--- config.mk ---
export PLATFORM = sky130hd
export DESIGN_NAME = cnn_layer_ctrl
export DESIGN_NICKNAME = d
export VERILOG_FILES = /design/src/rtl/cnn_ctrl_pkg.sv /design/src/rtl/cnn_weight_loader.sv /design/src/rtl/cnn_layer_ctrl.sv
export SDC_FILE = /design/constraint.sdc
export NUM_CORES = 1
export LEC_CHECK = 0
export ABC_CLOCK_PERIOD_IN_PS = 6600
export CORE_MARGIN = 1.5
export CORE_UTILIZATION = 35
export CTS_CLUSTER_SIZE = 20
export DETAILED_ROUTE_END_ITERATION = 7
export HOLD_SLACK_MARGIN = 0.06
export SYNTH_ARGS = -nofsm -noshare
export SYNTH_HDL_FRONTEND = slang
export SYNTH_SLANG_ARGS = --single-unit
--- constraint.sdc ---
create_clock -name clk -period 6.6 [get_ports clk]
set_clock_uncertainty 0.1 [all_clocks]
set_input_delay 0.99 -clock clk [delete_from_list [all_inputs] [get_ports clk]]
set_output_delay 0.99 -clock clk [all_outputs]
set_load 0.005 [all_outputs]
--- src/rtl/cnn_ctrl_pkg.sv ---
// Shared types and opcode layout helpers for the CNN layer controller.
package cnn_ctrl_pkg;

    // Layer operating modes carried in opcode bits [2:0].
    typedef enum logic [2:0] {
        MODE_NOP          = 3'b000,
        MODE_CONV         = 3'b001,
        MODE_CONV_POOL    = 3'b010,
        MODE_FC           = 3'b011,
        MODE_ILL4         = 3'b100,
        MODE_ILL5         = 3'b101,
        MODE_CONV_POOL_FC = 3'b110,
        MODE_FLUSH        = 3'b111
    } mode_e;

    // Layer sequencing states.
    typedef enum logic [2:0] {
        ST_IDLE   = 3'd0,
        ST_LOAD_W = 3'd1,
        ST_FILL   = 3'd2,
        ST_CONV   = 3'd3,
        ST_POOL   = 3'd4,
        ST_FC     = 3'd5,
        ST_DONE   = 3'd6
    } state_e;

    // Opcode layout: [2:0] mode, then n_filt, then n_elem in the MSBs.
    localparam int OP_MODE_LSB  = 0;
    localparam int OP_MODE_W    = 3;
    localparam int OP_NFILT_LSB = OP_MODE_LSB + OP_MODE_W;

    function automatic int op_nelem_lsb(input int filt_w);
        return OP_NFILT_LSB + filt_w;
    endfunction

    function automatic int op_width(input int filt_w, input int elem_w);
        return OP_MODE_W + filt_w + elem_w;
    endfunction

    // Modes that run the weight load / fill / convolution pipeline.
    function automatic logic mode_is_conv(input mode_e m);
        return (m == MODE_CONV) || (m == MODE_CONV_POOL) || (m == MODE_CONV_POOL_FC);
    endfunction

    function automatic logic mode_is_legal(input mode_e m);
        return (m != MODE_ILL4) && (m != MODE_ILL5);
    endfunction

endpackage

--- src/rtl/cnn_weight_loader.sv ---
// Weight buffering sequencer: counts accepted beats into elements per filter
// and walks a one-hot write enable across the filters of the layer.
module cnn_weight_loader
    import cnn_ctrl_pkg::*;
#(
    parameter int NUM_FILTERS   = 32,
    parameter int MAX_ELEMS     = 63,
    parameter int ELEM_PER_BEAT = 2,
    localparam int FILT_W = $clog2(NUM_FILTERS + 1),
    localparam int ELEM_W = $clog2(MAX_ELEMS + 1)
) (
    input  logic                   clk,
    input  logic                   rst,
    input  logic                   active,
    input  logic [FILT_W-1:0]      n_filt,
    input  logic [ELEM_W-1:0]      n_elem,
    input  logic                   w_valid_i,
    output logic                   w_ready_o,
    output logic [NUM_FILTERS-1:0] weight_en_o,
    output logic                   load_done
);

    // Four spare bits so e + ELEM_PER_BEAT can never wrap.
    localparam int E_W = ELEM_W + 4;

    logic [FILT_W-1:0] f_reg, f_next;
    logic [E_W-1:0]    e_reg, e_next;
    logic [E_W-1:0]    e_sum;
    logic              beat;
    logic              filt_complete;

    // Beat accounting; counters are held at zero whenever loading is inactive.
    always_comb begin
        beat          = active && w_valid_i;
        e_sum         = e_reg + E_W'(ELEM_PER_BEAT);
        filt_complete = beat && (e_sum >= {4'b0000, n_elem});
        load_done     = filt_complete && (f_reg == n_filt - FILT_W'(1));
        f_next        = f_reg;
        e_next        = e_reg;
        if (!active) begin
            f_next = '0;
            e_next = '0;
        end else if (filt_complete) begin
            // Surplus elements of a partial final beat are dropped here.
            f_next = f_reg + FILT_W'(1);
            e_next = '0;
        end else if (beat) begin
            e_next = e_sum;
        end
    end

    // Filter and element counter registers.
    always_ff @(posedge clk) begin
        if (rst) begin
            f_reg <= '0;
            e_reg <= '0;
        end else begin
            f_reg <= f_next;
            e_reg <= e_next;
        end
    end

    assign w_ready_o = active;

    // One-hot enable for the filter currently being written.
    for (genvar gi = 0; gi < NUM_FILTERS; gi++) begin : g_wen
        assign weight_en_o[gi] = active && (f_reg == FILT_W'(gi));
    end

endmodule

--- src/rtl/cnn_layer_ctrl.sv ---
// CNN layer controller: sequences weight load, image pre-fill, convolution,
// optional pooling and optional FC for one layer per accepted start.
module cnn_layer_ctrl
    import cnn_ctrl_pkg::*;
#(
    parameter int NUM_FILTERS     = 32,
    parameter int MAX_ELEMS       = 63,
    parameter int ELEM_PER_BEAT   = 2,
    parameter int IMG_FILL_CYCLES = 68,
    parameter int POOL_LEAD       = 16,
    localparam int FILT_W = $clog2(NUM_FILTERS + 1),
    localparam int ELEM_W = $clog2(MAX_ELEMS + 1),
    localparam int OP_W   = op_width(FILT_W, ELEM_W)
) (
    input  logic                   clk,
    input  logic                   rst,
    input  logic                   start_i,
    input  logic                   abort_i,
    input  logic [OP_W-1:0]        op_code_i,
    input  logic                   w_valid_i,
    output logic                   w_ready_o,
    output logic [NUM_FILTERS-1:0] weight_en_o,
    output logic                   pu_en_o,
    output logic                   conv_ctrl_o,
    output logic                   pool_ctrl_o,
    output logic                   fc_ctrl_o,
    input  logic                   pu_finish_i,
    input  logic                   conv_finish_i,
    input  logic                   pool_finish_i,
    input  logic                   fc_finish_i,
    output logic                   busy_o,
    output logic                   done_o,
    output logic                   err_o
);

    localparam int NELEM_LSB = op_nelem_lsb(FILT_W);
    localparam int FILL_W    = $clog2(IMG_FILL_CYCLES + 1);
    localparam int LEAD_W    = $clog2(POOL_LEAD + 1);

    state_e            state_reg, state_next;
    mode_e             mode_reg;
    logic [FILT_W-1:0] nfilt_reg;
    logic [ELEM_W-1:0] nelem_reg;
    logic [FILL_W-1:0] fill_cnt_reg;
    logic [LEAD_W-1:0] lead_cnt_reg;
    logic              pu_done_reg, conv_done_reg;
    logic              err_reg;

    mode_e             start_mode;
    logic [FILT_W-1:0] start_nfilt;
    logic [ELEM_W-1:0] start_nelem;
    logic              start_acc;
    logic              start_bad;
    logic              in_conv;
    logic              load_done;

    // Opcode decode and start qualification; abort overrides a coincident start.
    always_comb begin
        start_mode  = mode_e'(op_code_i[OP_MODE_LSB +: OP_MODE_W]);
        start_nfilt = op_code_i[OP_NFILT_LSB +: FILT_W];
        start_nelem = op_code_i[NELEM_LSB +: ELEM_W];
        start_acc   = start_i && (state_reg == ST_IDLE) && !abort_i;
        start_bad   = !mode_is_legal(start_mode)
                    || (mode_is_conv(start_mode)
                        && ((start_nfilt == '0)
                            || (start_nfilt > FILT_W'(NUM_FILTERS))
                            || (start_nelem == '0)))
                    || (start_nelem > ELEM_W'(MAX_ELEMS));
    end

    // Next-state logic and state-decoded outputs.
    always_comb begin
        state_next = state_reg;
        in_conv    = (state_reg == ST_CONV) || (state_reg == ST_POOL);

        case (state_reg)
            ST_IDLE: begin
                if (start_acc && !start_bad) begin
                    case (start_mode)
                        MODE_CONV, MODE_CONV_POOL, MODE_CONV_POOL_FC: state_next = ST_LOAD_W;
                        MODE_FC:                                      state_next = ST_FC;
                        MODE_FLUSH:                                   state_next = ST_DONE;
                        default:                                      state_next = ST_IDLE;
                    endcase
                end
            end
            ST_LOAD_W: begin
                if (load_done) state_next = ST_FILL;
            end
            ST_FILL: begin
                if (fill_cnt_reg == FILL_W'(IMG_FILL_CYCLES - 1)) state_next = ST_CONV;
            end
            ST_CONV: begin
                if (mode_reg == MODE_CONV) begin
                    // A finish that arrived before CONV is remembered by the flag.
                    if (conv_finish_i || conv_done_reg) state_next = ST_DONE;
                end else if (lead_cnt_reg == LEAD_W'(POOL_LEAD - 1)) begin
                    state_next = ST_POOL;
                end
            end
            ST_POOL: begin
                if (pool_finish_i)
                    state_next = (mode_reg == MODE_CONV_POOL_FC) ? ST_FC : ST_DONE;
            end
            ST_FC: begin
                if (fc_finish_i) state_next = ST_DONE;
            end
            ST_DONE: state_next = ST_IDLE;
            default: state_next = ST_IDLE;
        endcase

        if (abort_i) state_next = ST_IDLE;

        busy_o      = (state_reg != ST_IDLE);
        done_o      = (state_reg == ST_DONE);
        err_o       = err_reg;
        // Engine enables drop in the very cycle their finish is seen.
        pu_en_o     = (state_reg == ST_FILL) || (in_conv && !(pu_done_reg || pu_finish_i));
        conv_ctrl_o = in_conv && !(conv_done_reg || conv_finish_i);
        pool_ctrl_o = (state_reg == ST_POOL);
        fc_ctrl_o   = (state_reg == ST_FC);
    end

    // State register.
    always_ff @(posedge clk) begin
        if (rst) state_reg <= ST_IDLE;
        else     state_reg <= state_next;
    end

    // Opcode fields held for the whole layer, captured on an accepted start.
    always_ff @(posedge clk) begin
        if (rst) begin
            mode_reg  <= MODE_NOP;
            nfilt_reg <= '0;
            nelem_reg <= '0;
        end else if (start_acc) begin
            mode_reg  <= start_mode;
            nfilt_reg <= start_nfilt;
            nelem_reg <= start_nelem;
        end
    end

    // Fill and pool-lead counters run only while in their own state.
    always_ff @(posedge clk) begin
        if (rst || (state_reg != ST_FILL)) fill_cnt_reg <= '0;
        else                               fill_cnt_reg <= fill_cnt_reg + FILL_W'(1);
        if (rst || (state_reg != ST_CONV)) lead_cnt_reg <= '0;
        else                               lead_cnt_reg <= lead_cnt_reg + LEAD_W'(1);
    end

    // Sticky engine-finish flags, live only while a layer is active.
    always_ff @(posedge clk) begin
        if (rst || (state_reg == ST_IDLE) || (state_reg == ST_DONE)) begin
            pu_done_reg   <= 1'b0;
            conv_done_reg <= 1'b0;
        end else begin
            if (pu_finish_i)   pu_done_reg   <= 1'b1;
            if (conv_finish_i) conv_done_reg <= 1'b1;
        end
    end

    // Rejected-start pulse, one cycle after the start.
    always_ff @(posedge clk) begin
        if (rst) err_reg <= 1'b0;
        else     err_reg <= start_acc && start_bad;
    end

    cnn_weight_loader #(
        .NUM_FILTERS   (NUM_FILTERS),
        .MAX_ELEMS     (MAX_ELEMS),
        .ELEM_PER_BEAT (ELEM_PER_BEAT)
    ) u_loader (
        .clk         (clk),
        .rst         (rst),
        .active      (state_reg == ST_LOAD_W),
        .n_filt      (nfilt_reg),
        .n_elem      (nelem_reg),
        .w_valid_i   (w_valid_i),
        .w_ready_o   (w_ready_o),
        .weight_en_o (weight_en_o),
        .load_done   (load_done)
    );

endmodule

# Word level (Yosys, flattened, before mapping)
# Index checks and enable logic that the tools add are counted.
# word_totals
in_bits	24
output_inout_bits	40
ff_bits	49
word_cells	161
# classes
muxes	11
n_eq_ne	58
magnitude_cmp	3
n_reduce_logical	72
bitwise	1
add_sub_neg	5
# op_table
operator	count
$eq 6x5->1 const B	16
$eq 6x4->1 const B	8
$logic_and 1x1->1	43
$eq 6x3->1 const B	4
$mux 3	8
$eq 3x3->1 const B	6
$logic_not 6->1	3
$pmux 3 s6	1
$logic_or 1x1->1	14
$eq 3x2->1 const B	4
$eq 6x2->1 const B	2
$gt 6x6->1 const B	2
$add 10x2->10 const B	1
$ge 10x6->1	1
$eq 3x1->1 const B	3
$ne 3x2->1 const B	3
$pmux 3 s3	1
$add 7x1->7 const B	1
$eq 7x7->1 const B	1
$reduce_and 7->1	1
$add 6x1->6 const B	1
$eq 6x1->1 const B	1
$eq 6x6->1	1
$ne 2x1->1 const B	3
other kinds (13)	21

# Depth between registers and ports, before layout
# logic_depth
depth_word	10
depth_mapped	9
ltp_nobuf	9

# Hierarchy
# Synthesis repeated with hierarchy kept, for this count alone.
# hier_totals
hier_cells	390
hier_area_um2	2932.8
# by_module_without_submodules
mod	seq_area_each_um2	n_inst	cells_per_inst	area_each_um2
cnn_layer_ctrl	660.6	1	194	1522.7
cnn_weight_loader	300.3	1	196	1410.1

# Least setup slack after synthesis
# Ideal clock, no wire load.
# synth_path
kind	input -> register
start	input port op_code_i[7]
end	register state_reg[1]
t_arrival_ps	2505
slack_ps	3880
stages	6
required_time_ps	6385
path_buffers	0
setup_ps	115
path_cell_list	or3_1 > o31ai_1 > a311oi_2 > a311o_2 > o211a_1 > o21a_1
# synth_between
elab_chain_cells	10
word_cells_on_any_way	11
cone_classes	order compare: 1; eq/ne: 1; reduce/logical: 9
# synth_lines
item	line_no	source
start, declared	cnn_layer_ctrl.sv:19	input logic [OP_W-1:0] op_code_i,
$gt 6x6->1 / $logic_not 6->1 (equally long branches)	cnn_layer_ctrl.sv:66, cnn_layer_ctrl.sv:65	
$logic_or 1x1->1 (*)	cnn_layer_ctrl.sv:66	|| (start_nfilt > FILT_W'(NUM_FILTERS))
$logic_or 1x1->1 (*)	cnn_layer_ctrl.sv:67	|| (start_nelem == '0)))
$logic_and 1x1->1 (*)	cnn_layer_ctrl.sv:65	&& ((start_nfilt == '0)
$logic_or 1x1->1 (*)	cnn_layer_ctrl.sv:64	|| (mode_is_conv(start_mode)
$logic_or 1x1->1 (*)	cnn_layer_ctrl.sv:68	|| (start_nelem > ELEM_W'(MAX_ELEMS));
$logic_not 1->1 (*)	cnn_layer_ctrl.sv:78	if (start_acc && !start_bad) begin
$logic_and 1x1->1 (*)	cnn_layer_ctrl.sv:78	
$ne 2x1->1 (no source line) (*)	n/a	
$reduce_and 7->1 (no source line) (*)	n/a	
end signal, assigned	cnn_layer_ctrl.sv:127	else state_reg <= state_next;
end, declared	cnn_layer_ctrl.sv:40	state_e state_reg, state_next;
# Mark *: on every way between the ends. The rest lies on a longest branch, timed or not.
# A chain may end at the register's enable or synchronous reset.

# Final worst setup path
# layout_path
start	register state_reg[0]
end	output port weight_en_o[16]
# layout_between
elab_chain_cells	2
# layout_lines
item	line_no	source
$eq 3x1->1	cnn_layer_ctrl.sv:175	.active (state_reg == ST_LOAD_W),
$logic_and 1x1->1	cnn_weight_loader.sv:67	assign weight_en_o[gi] = active && (f_reg == FILT_W'(gi));
end, declared	cnn_layer_ctrl.sv:22	output logic [NUM_FILTERS-1:0] weight_en_o,
# No other way between the ends.

==> impl_results.md <==
- RSZ-0062 raised after global routing: no
- Post_cts resized: 0
- Drt total wl: 6770 um
- Root buffer cell: clkbuf_8
- GRT Util Overall: 16.2%
- Detailed router's first-iteration violation count: 109
- Routed Antenna Nets: 0
- Most frequent cells after synthesis: nor2_1, nand2_1, dfxtp_1
- Clk_lat worst skew: 300 ps
- Fin. max-slew vios: 0
- Layout Cells excl Fill: 548
- Max Fclk: 274 MHz
- Top cell type's share of synthesized area: 32.9%
- Main area contributors after synthesis: dfxtp_1, nor2_1, nand2_1, ha_1, xnor2_1
- Syn avg cell area: 7.57 um^2
- HP Class: reg -> reg
- Die Y-Extent: 94.4 um
- Setup Buffers After CTS: 0
- First-pass GRT wire length: 11,800 um
- CTS tree: built
- Final Hold Fails: 0
- Post-synth EDFFs: 0
- Hold Path Depth: 2
- Synth Register Bits: 48
- Setup_tns: 0 ps
- Final setup fails: 0
- Max Cap Viol: 0
- Clock Path Buffers: 2
- Synth Warn #: 0
- Clock power frac: 42.7%
- Die area: 8900 um^2
- Status: completed
- Core Util, Final: 46.3%
- Max-Slew Margin vs Limit: 43.9%
- Fin nets: 480
- Setup WS post-layout: 2940 ps
- Gr ovfl total: 0
- Initial antenna violation count: 0
- IO Pins: 64
- Final Cell Area: 3760 um^2
- VDD IR max: 0.000103 V
- Placed Area: 3610 um^2
- Switching share of total power: 22.6%
- Largest net degree at the start of global routing: 23
- Number of global-route vias before repair: 2,593
- Via/cell ratio: 4.95
- Worst slew pin tran: 838 ps
- Unique masters post-synth: 56
- Net Count, Synth: 424
- CTS sink cnt: 48
- Area Overhead vs Synth: 28.9%
- Initial Utilization: 35.9%
- Largest fanout on the critical path: 19
- Core Area: 8130 um^2
- PwrDens: 181 nW/um^2
- P_leak: 1.31 nW
- Drt pass-1 iters: 4
- Largest register FFs: 9
- Dpl hpwl: 5130 um
- Post-Synthesis Cells: 386
- DP Worst Slack: 3200 ps
- Register area share after synthesis: 32.9%
- Port Buffers: 63
- Power Internal: 0.528 mW
- DR WL/cell: 12.4 um
- CP arrival: 2570 ps
- Clock Pin Slew Worst Setup and Hold Paths: 90 ps
- Count leader, synth: nor2_1
- Hold buffer count at CTS: 0
- Worst-case hold slack: 363 ps
- CP required: 5510 ps
- Psw: 0.154 mW
- Post-Place Cells: 540
- Combinational share of power: 12.5%
- Prevailing post-synth register cell: dfxtp_1
- Crit end category: primary output
- Layout cells sized above 1: 5.87%
- H-tree Lvls: 2
- Chip width: 94.4 um
- Min Tclk post-route: 3660 ps
- Row Count: 33
- Sequential share of power: 44.8%
- Total number of vias: 2,714
- Antenna Cells: 0
- Critical path startpoint category: register
- CTS buffer count: 5
- Crit Path Category: reg -> out
- Synthesized cell area: 2920 um^2
- GPL Wtd Cong: 0.783
- Worst r2r path cells: 9
- Ys async rst share: 0%
- Yosys top cell by area: dfxtp_1
- Total power: 0.681 mW
- Period utilization: 55.4%
- DRC Markers: 0
-- per-layer routing --
| layer | global-route usage (%) | vias up | part of all wire (%) |
|---|---|---|---|
| li1 | - | 1419 | - |
| met1 | 21.8 | 1227 | 51 |
| met2 | 26.6 | 61 | 43 |
| met3 | 2.90 | 7 | 4.8 |
| met5 | 0 | - | 0 |
| met4 | 4.48 | 0 | 1.1 |
-- cell type report --
| type | count | area [um^2] |
|---|---|---|
| well taps | 105 | 131 |
| fillers | 808 | 4370 |
| multi-input cells | 305 | 1810 |
| inverters | 19 | 71.3 |
| clock inverters | 3 | 90.1 |
| flip-flops and latches | 48 | 961 |
| repair buffers | 63 | 631 |
| clock buffers | 5 | 68.8 |
-- worst paths after layout --
check,from,endpoint,slack (ps)
hold / removal,nelem_reg[1],nelem_reg[1],360
setup reg to reg,u_loader.e_reg[1],u_loader.e_reg[3],3960
hold reg to reg,nelem_reg[1],nelem_reg[1],360
setup / recovery,state_reg[0],weight_en_o[16],2940
-- cell usage in the layout, fill, tap and decap left out, types with 2 or more instances in the layout --
cell,n
bufinv_16,3
nor2b_1,8
and3_1,5
xor2_1,8
nand2b_1,4
inv_1,18
clkdlybuf4s50_1,63
nand2_1,57
dfxtp_1,48
mux2i_1,6
a21oi_1,28
o21ai_0,9
or2_2,7
nor2_1,62
nor3b_1,3
nand3_1,16
and3b_1,2
nand4_1,4
o21a_1,3
clkbuf_8,5
and2_1,2
nor3_1,12
o211ai_1,2
xnor2_1,19
or3_1,3
ha_1,14
nor4_1,2
o21bai_1,2
-- cell families after synthesis --
kind of cell	share of synthesized area, %
XOR/XNOR	8.09
buffers and inverters	5.10
flip-flops	32.9
multiplexers	2.06
AND/OR/NAND/NOR	32.3
AO/OA/AOI/OAI	13.6
adder cells (fa/ha/maj)	6.00
-- power groups by stage --
stage | combinational, mW | clock, mW | sequential (mW)
4_1_cts | 0.0858 | 0.298 | 0.306
5_1_grt | 0.0949 | 0.307 | 0.307
6_report | 0.0851 | 0.291 | 0.306
3_5_place_dp | 0.0854 | 0 | 0.312
3_3_place_gp | 0.0837 | 0 | 0.312
2_1_floorplan | 0.0577 | 0 | 0.307
-- critical path: stages, from the launching register on --
cell	delay, ps
dfxtp_1	760
nand2_4	130
nor3b_1	520
nand2_1	200
nor2_1	130
clkdlybuf4s50_1	510
No activity file was read; power rests on OpenSTA's default activity.
